===== src/rtl/matrix_stream_loader_if.sv =====
// Handshake and operand bus between the element stream, the loader and the
// matrix multiplier. The slave modport is the loader; the master is its environment.
interface matrix_stream_loader_if #(
    parameter int n  = 4,
    parameter int CW = $clog2(n*n+1)
);
    logic              in_valid;
    logic              in_ready;
    logic [31:0]       in_data;
    logic              flush;
    logic              mat_ack;
    logic [32*n*n:0]   matrix_A;
    logic [32*n*n:0]   matrix_B;
    logic              mat_valid;
    logic              loading_b;
    logic [CW-1:0]     elem_count;

    modport master (
        output in_valid, in_data, flush, mat_ack,
        input  in_ready, matrix_A, matrix_B, mat_valid, loading_b, elem_count
    );

    modport slave (
        input  in_valid, in_data, flush, mat_ack,
        output in_ready, matrix_A, matrix_B, mat_valid, loading_b, elem_count
    );
endinterface


===== src/rtl/matrix_stream_loader.sv =====
// Assembles a serial element stream row-major into matrix A then matrix B and
// holds the pair stable for the multiplier until it is acknowledged.
module matrix_stream_loader #(
    parameter int n  = 4,
    parameter int CW = $clog2(n*n+1)
) (
    input  logic                 clk,
    input  logic                 rst,
    matrix_stream_loader_if.slave bus
);
    localparam int            SLOTS = n*n;
    localparam int            BW    = 32*SLOTS;
    localparam logic [CW-1:0] LAST  = CW'(SLOTS-1);

    typedef enum logic [1:0] {
        LOAD_A = 2'd0,
        LOAD_B = 2'd1,
        FULL   = 2'd2
    } state_e;

    state_e          state_q, state_d;
    logic [CW-1:0]   count_q, count_d;
    logic [BW-1:0]   mat_a_q, mat_a_d;
    logic [BW-1:0]   mat_b_q, mat_b_d;
    logic            mat_valid_q, mat_valid_d;
    logic            accept;

    always_comb begin
        // NOTE: every value written here gets a default first, so no path can
        // leave a signal unassigned and infer a latch.
        state_d = state_q;
        count_d = count_q;
        mat_a_d = mat_a_q;
        mat_b_d = mat_b_q;
        accept  = bus.in_valid && (state_q != FULL) && !bus.flush;

        // Flush outranks both a concurrent transfer and an acknowledge.
        if (bus.flush) begin
            state_d = LOAD_A;
            count_d = '0;
        end else begin
            case (state_q)
                LOAD_A: begin
                    if (accept) begin
                        mat_a_d[32*int'(count_q) +: 32] = bus.in_data;
                        if (count_q == LAST) begin
                            count_d = '0;
                            state_d = LOAD_B;
                        end else begin
                            count_d = count_q + CW'(1);
                        end
                    end
                end
                LOAD_B: begin
                    if (accept) begin
                        mat_b_d[32*int'(count_q) +: 32] = bus.in_data;
                        if (count_q == LAST) begin
                            count_d = '0;
                            state_d = FULL;
                        end else begin
                            count_d = count_q + CW'(1);
                        end
                    end
                end
                FULL: begin
                    if (bus.mat_ack) begin
                        state_d = LOAD_A;
                        count_d = '0;
                    end
                end
                default: begin
                    state_d = LOAD_A;
                    count_d = '0;
                end
            endcase
        end

        mat_valid_d = (state_d == FULL);
    end

    always_ff @(posedge clk or posedge rst) begin
        if (rst) begin
            state_q     <= LOAD_A;
            count_q     <= '0;
            // NOTE: the operand buses are plain flops, not a RAM, and the
            // multiplier may observe them at any time, so they take a reset value.
            mat_a_q     <= '0;
            mat_b_q     <= '0;
            mat_valid_q <= 1'b0;
        end else begin
            // NOTE: non-blocking assignments so every register samples the
            // pre-edge values computed above.
            state_q     <= state_d;
            count_q     <= count_d;
            mat_a_q     <= mat_a_d;
            mat_b_q     <= mat_b_d;
            mat_valid_q <= mat_valid_d;
        end
    end

    assign bus.in_ready   = (state_q != FULL);
    assign bus.loading_b  = (state_q == LOAD_B);
    assign bus.mat_valid  = mat_valid_q;
    assign bus.elem_count = count_q;
    assign bus.matrix_A   = {1'b0, mat_a_q};
    assign bus.matrix_B   = {1'b0, mat_b_q};
endmodule


===== src/flat_wrapper.sv =====
// flat-port wrapper written by rule: the top's interface ports become plain ports
module matrix_stream_loader_flat 
#(
    parameter int n  = 4,
    parameter int CW = $clog2(n*n+1)
)
  (clk, rst, bus_in_valid, bus_in_data, bus_flush, bus_mat_ack, bus_in_ready, bus_matrix_A, bus_matrix_B, bus_mat_valid, bus_loading_b, bus_elem_count);
  matrix_stream_loader_if #(.n(n), .CW(CW)) bus_i ();
  input  logic clk;
  input  logic rst;
  input wire logic [$bits(bus_i.in_valid)-1:0] bus_in_valid;
  input wire logic [$bits(bus_i.in_data)-1:0] bus_in_data;
  input wire logic [$bits(bus_i.flush)-1:0] bus_flush;
  input wire logic [$bits(bus_i.mat_ack)-1:0] bus_mat_ack;
  output wire logic [$bits(bus_i.in_ready)-1:0] bus_in_ready;
  output wire logic [$bits(bus_i.matrix_A)-1:0] bus_matrix_A;
  output wire logic [$bits(bus_i.matrix_B)-1:0] bus_matrix_B;
  output wire logic [$bits(bus_i.mat_valid)-1:0] bus_mat_valid;
  output wire logic [$bits(bus_i.loading_b)-1:0] bus_loading_b;
  output wire logic [$bits(bus_i.elem_count)-1:0] bus_elem_count;
  assign bus_i.in_valid = bus_in_valid;
  assign bus_i.in_data = bus_in_data;
  assign bus_i.flush = bus_flush;
  assign bus_i.mat_ack = bus_mat_ack;
  assign bus_in_ready = bus_i.in_ready;
  assign bus_matrix_A = bus_i.matrix_A;
  assign bus_matrix_B = bus_i.matrix_B;
  assign bus_mat_valid = bus_i.mat_valid;
  assign bus_loading_b = bus_i.loading_b;
  assign bus_elem_count = bus_i.elem_count;
  matrix_stream_loader #(.n(n), .CW(CW)) u_core (.clk(clk), .rst(rst), .bus(bus_i));
endmodule

===== config.mk =====
export PLATFORM = sky130hd
export DESIGN_NAME = matrix_stream_loader_flat
export DESIGN_NICKNAME = d
export VERILOG_FILES = /design/src/rtl/matrix_stream_loader_if.sv /design/src/rtl/matrix_stream_loader.sv /design/src/flat_wrapper.sv
export SDC_FILE = /design/constraint.sdc
export NUM_CORES = 2
export LEC_CHECK = 0
export ABC_CLOCK_PERIOD_IN_PS = 48900
export BUFFER_PORTS_ARGS = -buffer_cell sky130_fd_sc_hd__buf_2
export CAP_MARGIN = 30
export CELL_PAD_IN_SITES_DETAIL_PLACEMENT = 1
export CELL_PAD_IN_SITES_GLOBAL_PLACEMENT = 1
export CORE_AREA = 2 2 415 417
export DETAILED_ROUTE_END_ITERATION = 7
export DIE_AREA = 0 0 417 419
export GPL_ROUTABILITY_DRIVEN = 0
export PLACE_DENSITY_LB_ADDON = 0.1
export SKIP_LAST_GASP = 1
export SLEW_MARGIN = 25
export SYNTH_ARGS = -nofsm -noshare
export SYNTH_HDL_FRONTEND = slang
export SYNTH_SLANG_ARGS = --single-unit

===== constraint.sdc =====
create_clock -name clk -period 48.9 [get_ports clk]
set_input_delay 7.335 -clock clk [delete_from_list [all_inputs] [get_ports clk]]
set_output_delay 7.335 -clock clk [all_outputs]
set_load 0.005 [all_outputs]

==> key figures <==
Outcome
  – Run status: complete, no violations

Synthesis
  – Number of synthesized register bits: 1032
  – Sequential area share after synthesis: around 64%
  – Fraction of synthesized cell area in xor and xnor cells: 0.1676%
  – Simple-gate portion of the synthesized area: 5.433%
  – Post-Synthesis Cells: 2717
  – Multiplexer share of the synthesized area: 26.59%
  – Prevailing post-synth register cell: sky130_fd_sc_hd__dfrtp_1
  – Cells taking the most area after synthesis: sky130_fd_sc_hd__dfrtp_1, sky130_fd_sc_hd__mux2_2, sky130_fd_sc_hd__mux2_1, sky130_fd_sc_hd__and2_1, sky130_fd_sc_hd__mux2i_1
  – Yosys Warn Count: 0
  – Share of the synthesized area in the top cell type: 64.07%
  – Mapped cell area: 40300 um^2
  – Most common cell in the netlist: sky130_fd_sc_hd__dfrtp_1
  – Synth async-reset ratio: 100.0%
  – Avg Synthesized Cell Area: 14.83 um^2
  – Number of enable-type register cells in the synthesized netlist: 0
  – Largest family of logic cells by synthesized area: multiplexers
  – Leading area contributor after synthesis: sky130_fd_sc_hd__dfrtp_1
  – Post-synthesis adder-cell area fraction: less than 1%
  – Count of unique library cells instantiated by Yosys: 48
  – Synth cell count leaders: sky130_fd_sc_hd__dfrtp_1, sky130_fd_sc_hd__mux2_2, sky130_fd_sc_hd__and2_1
  – Synth Area in Compound Gates: less than 1%

Worst setup path
  – Critical Path End Type: async pin
  – Worst-path maximum fanout: 89
  – Kind of critical path: input port to async pin
  – Worst Reg2Reg Path Length in Cells: 11
  – R2R setup slack: 44.19 ns
  – Arr. time, crit path: 11.11 ns
  – Kind of launch point of the worst setup path: input port
  – Startpoint of the worst-slack reg-to-reg timing path: u_core.bus.elem_count[0]
  – Crit path required time: 49.70 ns
  – Critical path launch point: rst
  – Worst r2r dst: u_core.mat_a_q[166]
  – Worst setup endpoint: u_core.mat_a_q[6]

STA
  – Setup repair after global routing missed its margin: no
  – Transition time at the pin with the least slew margin: 0.9774 ns
  – Final worst slack: about 39 ns
  – Slew headroom: roughly a third
  – Achievable clock frequency: 97.07 MHz
  – Time the worst path needs with I/O delays and setup: 10.30 ns
  – Final hold violation count: 0
  – Setup Viol. Count Final: 0
  – Total negative slack: 0 ns
  – Hold Worst Slack: 0.4750 ns
  – Maximum clock skew at final layout: 0.03203 ns
  – Period Utilization, post-route: a little over a fifth
  – Final Max Slew Viols: 0

CTS
  – Max clock buf depth: 3
  – CTS clk-pin slew, worst paths: roughly 0.050 ns
  – Total number of clock tree sinks: 1032
  – CTS HTree Levels: 4
  – Number of buffers added for setup after CTS: 0
  – Clock insertion delay at the later pin of the skew report: 0.81 ns
  – TritonCTS clock tree: built
  – CTS resizes: 0
  – Cts-stage hold buffer count: 0
  – Number of CTS-inserted buffers: 130
  – Root buffer cell: sky130_fd_sc_hd__clkbuf_16

Routing
  – Number of vias after detailed routing: 26948
  – Iteration-0 DRC count of the detailed router: between 1000 and 1500
  – Routed wire length per instance: 29.63 um
  – Iteration count of the initial detailed-routing pass: 4
  – Avg Vias per Cell: 4.375
  – Routed wire length: roughly 180000 um
  – Post-detailed-route DRC marker count: 0
  – Antenna violation net count after detailed routing: 0

Global routing
  – All-Layer GR Usage: slightly above 20%
  – Total congestion overflow: 0
  – Antenna violations before repair: 30
  – Pin count of the biggest net entering global routing: 156
  – Vias in the first global route: 28874
  – First-pass GRT wire length: ~250000 um

Cells and area
  – Share of cells above drive strength 1: 55.24%
  – FILL cells: ~18000
  – Area growth syn-to-layout: 30.98%
  – Core occupancy in the finished layout: a little under a third
  – Number of nets in the final layout: 3864
  – Summed area of non-filler cells in the final layout: 52790 um^2

Pwr
  – Total power per unit cell area: 36.52 nW/um^2
  – Leakage: 28.91 nW
  – Worst-case vdd ir drop: 0.03370 mV

Floorplanning
  – Die outline area: about 170000 um^2
  – Core area: 170600 um^2
  – Horizontal die dimension: 417 um
  – I/O Pins: 1071
  – Starting density of the core: 23.63%
  – Placement row count: 152
  – Die Y: 419 um

Hold path
  – Worst Hold Class: flop to flop
  – Start point of the worst min-delay path: u_core.mat_a_q[9]

Place
  – Area after detailed placement: around 48000 um^2
  – Post-detail-place hpwl: between 100000 and 150000 um
  – Dpl ws: 37.30 ns
  – IO Port Bufs: between 1000 and 1500

Flow run
  – Total of max-cap violations: 0
## worst min path at each step
stage / cells after the start / endpoint
floorplan: 2 / u_core.mat_a_q[0]
global placement: 2 / u_core.mat_b_q[15]
detailed placement: 2 / u_core.mat_b_q[5]
CTS: 2 / u_core.mat_b_q[5]
global route: 1 / u_core.mat_a_q[388]
finish: 2 / u_core.mat_a_q[9]
## layout by cell type (no fill, tap or decap), types with 6 or more instances in the layout
cell type / instances
sky130_fd_sc_hd__inv_1: 81
sky130_fd_sc_hd__nor2_1: 6
sky130_fd_sc_hd__clkinv_2: 11
sky130_fd_sc_hd__o21ai_0: 71
sky130_fd_sc_hd__mux2_1: 95
sky130_fd_sc_hd__buf_4: 58
sky130_fd_sc_hd__and3_1: 33
sky130_fd_sc_hd__clkbuf_1: 35
sky130_fd_sc_hd__nor2_4: 17
sky130_fd_sc_hd__and2_1: 141
sky130_fd_sc_hd__nand3b_1: 6
sky130_fd_sc_hd__clkbuf_16: 131
sky130_fd_sc_hd__dfrtp_1: 1031
sky130_fd_sc_hd__mux2_2: 789
sky130_fd_sc_hd__nand2_1: 138
sky130_fd_sc_hd__mux2i_1: 76
sky130_fd_sc_hd__clkbuf_8: 24
sky130_fd_sc_hd__nand3_1: 6
sky130_fd_sc_hd__diode_2: 12
sky130_fd_sc_hd__buf_2: 1068
## where the power goes
part	internal, W	switching, W
clock	0.000561	0.000404
combinational	0.0000207	0.0000740
sequential	0.000864	0.00000504
total	0.00145	0.000483
## layout make-up
class                   count  area, um^2  share of cell area [%]
repair buffers           1136        6001                   11.37
multi-input cells        1442       13630                   25.81
well taps                2233        2794                   5.292
clock buffers             190        3740                   7.084
clock inverters            32       459.2                  0.8698
diodes                     12       30.03                 0.05688
flip-flops and latches   1032       25830                   48.92
inverters                  82       315.3                  0.5973
## state kept, by name, summed over array words and instances, names as in the netlist
| name | flops |
|---|---|
| u_core.bus.elem_count | 5 |
| u_core.state_q | 2 |
| u_core.mat_b_q | 512 |
| u_core.bus.mat_valid | 1 |
| u_core.mat_a_q | 512 |
## critical path: stages
cell                     delay [ns]
sky130_fd_sc_hd__buf_2         0.13
sky130_fd_sc_hd__inv_8         0.20
sky130_fd_sc_hd__buf_16        0.37
sky130_fd_sc_hd__buf_4         0.65
sky130_fd_sc_hd__buf_4         0.70
sky130_fd_sc_hd__buf_4         0.40
sky130_fd_sc_hd__buf_16        0.29
sky130_fd_sc_hd__buf_4         0.70
## metrics by stage
| step | total power, W | cells |
|---|---|---|
| 2_1_floorplan | 0.0009244 | 2718 |
| 3_3_place_gp | 0.0009820 | 5917 |
| 3_5_place_dp | 0.0009826 | 5919 |
| 4_1_cts | 0.001963 | 6141 |
| 5_1_grt | 0.002002 | 6148 |
| 6_report | 0.001928 | 6159 |
## cell families after synthesis
kind of cell	Yosys count
mux	960
flops	1032
buf+inv	244
xor+xnor	6
compound gates	75
simple gates	396
other cells	1
fa+ha+maj	3
## metal layers
| layer | wire [um] | part of all wire [%] | global-route usage, % |
|---|---|---|---|
| met1 | 70490 | 39 | 23.51 |
| met2 | 92410 | 51 | 35.87 |
| met3 | 11730 | 6.4 | 5.848 |
| met4 | 7861 | 4.3 | 8.604 |
| met5 | 0 | 0 | 0 |
Power figures use the tool's default switching activity.
